**src/rtl/scalar_wb_arbiter.sv**
```systemverilog
// Purpose : writeback collector for the scalar FUs. Buffers one completed result per FU,
//           grants one per cycle by round-robin, and registers the writeback bundle
//           (register write plus the FU-done tag that issue uses to free FUST rows).
//           Speculative results are dropped on a branch miss.
// Latency : handshake edge N -> wb_valid after edge N+1 (uncontended, no freeze).
//           With WB_BYPASS_EN defined, an empty slot's live source can win directly, so
//           wb_valid rises after the same edge as the handshake.
// Backpressure: src_ready[i] = slot empty, or slot granted this cycle with freeze low.
//           freeze stops all grants; once every slot is full, every src_ready is 0.
// Ports   : CLK/RST (async, active-high); src_valid/src_ready/src_rd/src_data/src_wen/
//           src_spec per source (packed, source i at slice i); branch_miss, branch_resolved,
//           freeze controls; wb_valid/wb_wen/wb_rd/wb_data/wb_fu registered writeback.
// Config  : `define WB_BYPASS_EN to let an empty slot's incoming result arbitrate directly.
module scalar_wb_arbiter #(
  parameter int NSRC   = 4,
  parameter int WORD_W = 32,
  parameter int REG_W  = 5,
  parameter int FU_W   = 2
) (
  input  logic                     CLK,
  input  logic                     RST,
  input  logic [NSRC-1:0]          src_valid,
  output logic [NSRC-1:0]          src_ready,
  input  logic [NSRC*REG_W-1:0]    src_rd,
  input  logic [NSRC*WORD_W-1:0]   src_data,
  input  logic [NSRC-1:0]          src_wen,
  input  logic [NSRC-1:0]          src_spec,
  input  logic                     branch_miss,
  input  logic                     branch_resolved,
  input  logic                     freeze,
  output logic                     wb_valid,
  output logic                     wb_wen,
  output logic [REG_W-1:0]         wb_rd,
  output logic [WORD_W-1:0]        wb_data,
  output logic [FU_W-1:0]          wb_fu
);

  // Slot storage: one entry per source.
  logic [NSRC-1:0]   slot_v_q,    slot_v_d;
  logic [NSRC-1:0]   slot_spec_q, slot_spec_d;
  logic [NSRC-1:0]   slot_wen_q,  slot_wen_d;
  logic [REG_W-1:0]  slot_rd_q   [NSRC];
  logic [REG_W-1:0]  slot_rd_d   [NSRC];
  logic [WORD_W-1:0] slot_data_q [NSRC];
  logic [WORD_W-1:0] slot_data_d [NSRC];

  logic [FU_W-1:0]   rr_ptr_q, rr_ptr_d;

  // Registered writeback bundle.
  logic              wb_valid_q, wb_valid_d;
  logic              wb_wen_q,   wb_wen_d;
  logic [REG_W-1:0]  wb_rd_q,    wb_rd_d;
  logic [WORD_W-1:0] wb_data_q,  wb_data_d;
  logic [FU_W-1:0]   wb_fu_q,    wb_fu_d;

  // Unpacked views of the incoming per-source fields.
  logic [REG_W-1:0]  in_rd   [NSRC];
  logic [WORD_W-1:0] in_data [NSRC];

  logic [NSRC-1:0]   cand;
  logic [NSRC-1:0]   grant;
  logic              grant_any;
  logic [FU_W-1:0]   win_idx;
  logic [REG_W-1:0]  win_rd;
  logic [WORD_W-1:0] win_data;
  logic              win_wen;
  logic [NSRC-1:0]   hs;
  logic [NSRC-1:0]   byp_take;

  always_comb begin
    for (int i = 0; i < NSRC; i++) begin
      in_rd[i]   = src_rd[i*REG_W +: REG_W];
      in_data[i] = src_data[i*WORD_W +: WORD_W];
    end
  end

  // Candidates. A speculative slot is masked while branch_miss is high so it can never
  // win in the same cycle it is being flushed.
  always_comb begin
    cand = slot_v_q & ~({NSRC{branch_miss}} & slot_spec_q);
`ifdef WB_BYPASS_EN
    cand = cand | (~slot_v_q & src_valid & ~({NSRC{branch_miss}} & src_spec));
`endif
  end

  // Round-robin scan starting at rr_ptr. Uses only slot state (plus bypass sources of
  // empty slots), so a source's own src_valid never feeds back into its src_ready.
  always_comb begin
    int              j;
    logic [FU_W-1:0] idx;
    j         = 0;
    idx       = '0;
    grant     = '0;
    grant_any = 1'b0;
    win_idx   = '0;
    for (int k = 0; k < NSRC; k++) begin
      j = int'(rr_ptr_q) + k;
      if (j >= NSRC) j = j - NSRC;
      idx = FU_W'(j);
      if (!grant_any && !freeze && cand[idx]) begin
        grant_any = 1'b1;
        win_idx   = idx;
      end
    end
    if (grant_any) grant[win_idx] = 1'b1;
  end

  // Winner fields: the buffered entry, or the live source when bypassing an empty slot.
  always_comb begin
    win_rd   = slot_rd_q[win_idx];
    win_data = slot_data_q[win_idx];
    win_wen  = slot_wen_q[win_idx];
`ifdef WB_BYPASS_EN
    if (!slot_v_q[win_idx]) begin
      win_rd   = in_rd[win_idx];
      win_data = in_data[win_idx];
      win_wen  = src_wen[win_idx];
    end
`endif
  end

  assign src_ready = ~slot_v_q | (grant & {NSRC{~freeze}});
  assign hs        = src_valid & src_ready;

`ifdef WB_BYPASS_EN
  // A granted empty slot means the live result went straight to writeback.
  assign byp_take = grant & ~slot_v_q;
`else
  assign byp_take = '0;
`endif

  // Slot next state. Order matters: drain, then miss/resolve on the held entry, then
  // the incoming handshake. A miss takes priority over a same-cycle resolve, so a
  // speculative entry is killed rather than promoted.
  always_comb begin
    slot_v_d    = slot_v_q;
    slot_spec_d = slot_spec_q;
    slot_wen_d  = slot_wen_q;
    for (int i = 0; i < NSRC; i++) begin
      slot_rd_d[i]   = slot_rd_q[i];
      slot_data_d[i] = slot_data_q[i];
    end
    for (int i = 0; i < NSRC; i++) begin
      if (grant[i] && slot_v_q[i]) slot_v_d[i] = 1'b0;
      if (branch_miss && slot_spec_q[i]) begin
        slot_v_d[i] = 1'b0;
      end else if (branch_resolved) begin
        slot_spec_d[i] = 1'b0;
      end
      // A speculative result arriving during a miss is accepted and thrown away.
      if (hs[i] && !byp_take[i] && !(branch_miss && src_spec[i])) begin
        slot_v_d[i]    = 1'b1;
        slot_spec_d[i] = src_spec[i] & ~branch_resolved;
        slot_wen_d[i]  = src_wen[i];
        slot_rd_d[i]   = in_rd[i];
        slot_data_d[i] = in_data[i];
      end
    end
  end

  always_comb begin
    rr_ptr_d   = rr_ptr_q;
    wb_valid_d = grant_any;
    // rd 0 is the hardwired zero register: never report a write to it.
    wb_wen_d   = grant_any & win_wen & (win_rd != '0);
    wb_rd_d    = wb_rd_q;
    wb_data_d  = wb_data_q;
    wb_fu_d    = wb_fu_q;
    if (grant_any) begin
      rr_ptr_d  = (win_idx == FU_W'(NSRC-1)) ? '0 : win_idx + 1'b1;
      wb_rd_d   = win_rd;
      wb_data_d = win_data;
      wb_fu_d   = win_idx;
    end
  end

  always_ff @(posedge CLK or posedge RST) begin
    if (RST) begin
      slot_v_q    <= '0;
      slot_spec_q <= '0;
      slot_wen_q  <= '0;
      for (int i = 0; i < NSRC; i++) begin
        slot_rd_q[i]   <= '0;
        slot_data_q[i] <= '0;
      end
      rr_ptr_q   <= '0;
      wb_valid_q <= 1'b0;
      wb_wen_q   <= 1'b0;
      wb_rd_q    <= '0;
      wb_data_q  <= '0;
      wb_fu_q    <= '0;
    end else begin
      slot_v_q    <= slot_v_d;
      slot_spec_q <= slot_spec_d;
      slot_wen_q  <= slot_wen_d;
      for (int i = 0; i < NSRC; i++) begin
        slot_rd_q[i]   <= slot_rd_d[i];
        slot_data_q[i] <= slot_data_d[i];
      end
      rr_ptr_q   <= rr_ptr_d;
      wb_valid_q <= wb_valid_d;
      wb_wen_q   <= wb_wen_d;
      wb_rd_q    <= wb_rd_d;
      wb_data_q  <= wb_data_d;
      wb_fu_q    <= wb_fu_d;
    end
  end

  assign wb_valid = wb_valid_q;
  assign wb_wen   = wb_wen_q;
  assign wb_rd    = wb_rd_q;
  assign wb_data  = wb_data_q;
  assign wb_fu    = wb_fu_q;

endmodule

```
**config.mk**
```make
export PLATFORM = sky130hd
export DESIGN_NAME = scalar_wb_arbiter
export DESIGN_NICKNAME = d
export VERILOG_FILES = /design/src/rtl/scalar_wb_arbiter.sv
export SDC_FILE = /design/constraint.sdc
export NUM_CORES = 1
export LEC_CHECK = 0
export ABC_AREA = 1
export BUFFER_PORTS_ARGS = -buffer_cell sky130_fd_sc_hd__clkbuf_2
export CAP_MARGIN = 0
export CELL_PAD_IN_SITES_DETAIL_PLACEMENT = 0
export CELL_PAD_IN_SITES_GLOBAL_PLACEMENT = 1
export CORE_MARGIN = 1
export CORE_UTILIZATION = 45
export CTS_BUF_LIST = sky130_fd_sc_hd__clkbuf_4 sky130_fd_sc_hd__clkbuf_8
export CTS_CLUSTER_DIAMETER = 50
export DETAILED_ROUTE_END_ITERATION = 8
export PLACE_DENSITY = 0.95
export SYNTH_ARGS = -nofsm -noshare
export SYNTH_HDL_FRONTEND = slang
export SYNTH_SLANG_ARGS = --single-unit
```
**constraint.sdc**
```tcl
create_clock -name CLK -period 12 [get_ports CLK]
set_input_delay 0.6 -clock CLK [delete_from_list [all_inputs] [get_ports CLK]]
set_output_delay 0.6 -clock CLK [all_outputs]
set_load 0.02 [all_outputs]
```
==> results.ini <==
[clock_network]
cts_max_path_buffers=3
clock_latency_ns=0.53
cts_made_buffers=37
cts_tree=done
clkSinkCount=203
cts_setup_buffers=0
cts_hold_buffers=0
root_buffer=clkbuf_8
ctsResizeCount=0
cts.reportedPaths.clkPinSlew_ns=0.06
h-tree-depth=2

[finish]
fill_cells=2029
regArea_sq_um=5080
final_cell_mix=nand2_1, clkbuf_2, dfrtp_1
design_area_sq_um=11300
nNetsFinal=1483
utilization=0.541
layout_commonest_cell=nand2_1
post_route_cells_drive_above_1_share=0.276
n_antenna_cell=0
syn2layout_area_growth_pct=18.4
multi_input_area_sq_um=3530

[worst_hold_path]
worstHoldStart=src_rd[10]
min_path_cells=3
min_delay_worst_endpoint=slot_rd_q[5]
hp-class=in -> reg

[timing]
period_minus_slack_ns=4.09
rsz0062_at_grt=false
finalMaxSlewViolations=0
relSlewSlack=0.185
fin_setup_tns_ns=0
hold_slack_ns=0.273
fmax_mhz=245
fin_worst_skew_ns=0.0281
worstMarginPinSlew_ns=1.22
min_period_over_period=0.341
hold_viol_final=0
setup_viol=0

[pwr]
p_leak_uw=0.00604
p_comb_frac=0.478
seqPwrFrac=0.337
p_per_area_nw_per_um2=315
peakVddDrop_mv=0.202
swShare=0.451
switchingPower_uw=1610
pwr-share-clk=0.184
p_int_uw=1970

[grt]
grt_pass1_wl_microns=38300
antenna_found_initial=0
grtUsageTotal=0.220
grt_max_degree=144
grt_pass1_vias=7660
grt_overflow=0

[synthesis]
syn_nets=1297
synth_compound_area_frac=0.161
synthMuxAreaShare=0
synth_top_family_by_area=simple AND/OR/NAND/NOR gates
ys_ff_latch=203
syn_area_per_cell_sq_um=8.47
syn_inst=1131
synthSimpleGateAreaFrac=0.205
synth-xor-area-share=0
syn_area_sq_um=9580
synth.distinct_cells=32
synthAdderAreaFrac=0.00131
yosysSeqAreaShare=0.530
yosysWarningCount=0

[detailed_routing]
drc_errors=0
ant_nets=0
first_pass_iters=5
wl_per_cell_microns=14.6
drtIter0Drc=485
via_count=8078
avgViaCountPerCell=5.00
routed_wl_microns=23500

[worst_setup_path]
timing.rr.end=slot_spec_q[1]
cp.required_ns=11.40
r2r_setup_slack_ns=8.01
cp-start-kind=flip-flop
critPathCaptureType=primary output
rr_startpoint=rr_ptr_q[0]
cp_max_fo=110
crit_arrival_ns=3.49
rr_worst_depth=15
worst-setup-path-type=reg -> out

[floorplan]
initial_core_util=0.457
fp.dieW_microns=148
die_area_sq_um=21900
io_pins=210
core_area_sq_um=21000
placementRows=53
die_y_microns=148

[placed_design]
dpl_cell_area_sq_um=10600
place_congestion=0.860
portBuffers=209
hpwl_microns=15300

[status]
status=complete, no violations

[run]
cap_violations=0

==> kinds of logic (layout without fill, tap and decap cells) <==
| group | after synthesis | after routing |
|---|---|---|
| buffers and inverters | 217 | 426 |
| and+or+nand+nor | 454 | 454 |
| AOI/OAI and AO/OA | 256 | 256 |
| DFF | 203 | 203 |
| adders and majority gates | 1 | 1 |
==> layer usage <==
| layer | wire (microns) | global-route usage | vias to the layer above |
|---|---|---|---|
| li1 | - | - | 3989 |
| met1 | 10800 | 0.305 | 3760 |
| met2 | 10800 | 0.352 | 298 |
| met3 | 1680 | 0.0451 | 31 |
| met4 | 304 | 0.0541 | 0 |
| met5 | 0 | 0 | - |
==> layout make-up <==
type,count,area share
sequential,203,0.448
timing repair buffer,212,0.0942
clock buffer,59,0.0633
clock inverter,3,0.00210
inverter,152,0.0516
multi-input combinational,711,0.311
tap,275,0.0303
==> worst max path at each step <==
| stage | from | endpoint | slack [ns] | cells after the start |
|---|---|---|---|---|
| after floorplan | RST | rr_ptr_q[0] | 5.86 | 1 |
| after global placement | branch_miss | slot_spec_q[1] | 7.96 | 15 |
| after detailed placement | branch_miss | slot_spec_q[1] | 7.83 | 16 |
| after CTS | rr_ptr_q[0] | src_ready[3] | 7.86 | 12 |
| after global routing | rr_ptr_q[0] | slot_spec_q[1] | 7.57 | 15 |
| final | rr_ptr_q[0] | src_ready[0] | 7.91 | 11 |
==> registers in the layout (all words and copies together) (netlist names) <==
register and count:
slot_v_q 4, slot_wen_q 4, slot_spec_q 4, wb_wen 1, slot_rd_q 20, wb_fu 2
wb_rd 5, wb_valid 1, slot_data_q 128, wb_data 32, rr_ptr_q 2
==> cell usage after synthesis (all sizes together) <==
cell	instances	share of area
nand2	355	0.15
dfrtp	203	0.53
buf	44	0.034
inv	151	0.060
clkinv	1	0.00039
nor2	44	0.019
o21ai	188	0.11
clkbuf	21	0.0087
ha	1	0.0013
a31oi	32	0.021
o211ai	33	0.026
nand3	49	0.029
nand4	5	0.0048
a21boi	2	0.0016
o22ai	1	0.00065
nor3	1	0.00052
==> worst max-delay path: stages (launching register included) <==
cell	delay, ns
dfrtp_1	0.59
inv_4	0.12
nand3_1	0.15
nand2_1	0.07
nand2_1	0.08
nand2_1	0.10
nand2_1	0.15
nand3_2	0.19
nand2_4	0.87
nand3_2	0.17
nand2_2	0.14
clkbuf_2	0.18
==> through the flow <==
stage / power (uW) / instances / setup slack (ns)
after CTS: 3610 / 1615 / 7.86
final: 3580 / 1615 / 7.91
after global placement: 2880 / 1553 / 7.96
after global routing: 3890 / 1615 / 7.57
after detailed placement: 2940 / 1553 / 7.83
after floorplan: 2540 / 1131 / 5.86
==> power by group through the flow <==
| stage | logic (uW) | registers, uW | clock network (uW) |
|---|---|---|---|
| 2_1_floorplan | 1290 | 1250 | 0 |
| 6_report | 1710 | 1210 | 659 |
| 3_3_place_gp | 1670 | 1200 | 0 |
| 4_1_cts | 1730 | 1210 | 672 |
| 3_5_place_dp | 1720 | 1210 | 0 |
| 5_1_grt | 1940 | 1240 | 709 |
Power figures use the tool's default switching activity.
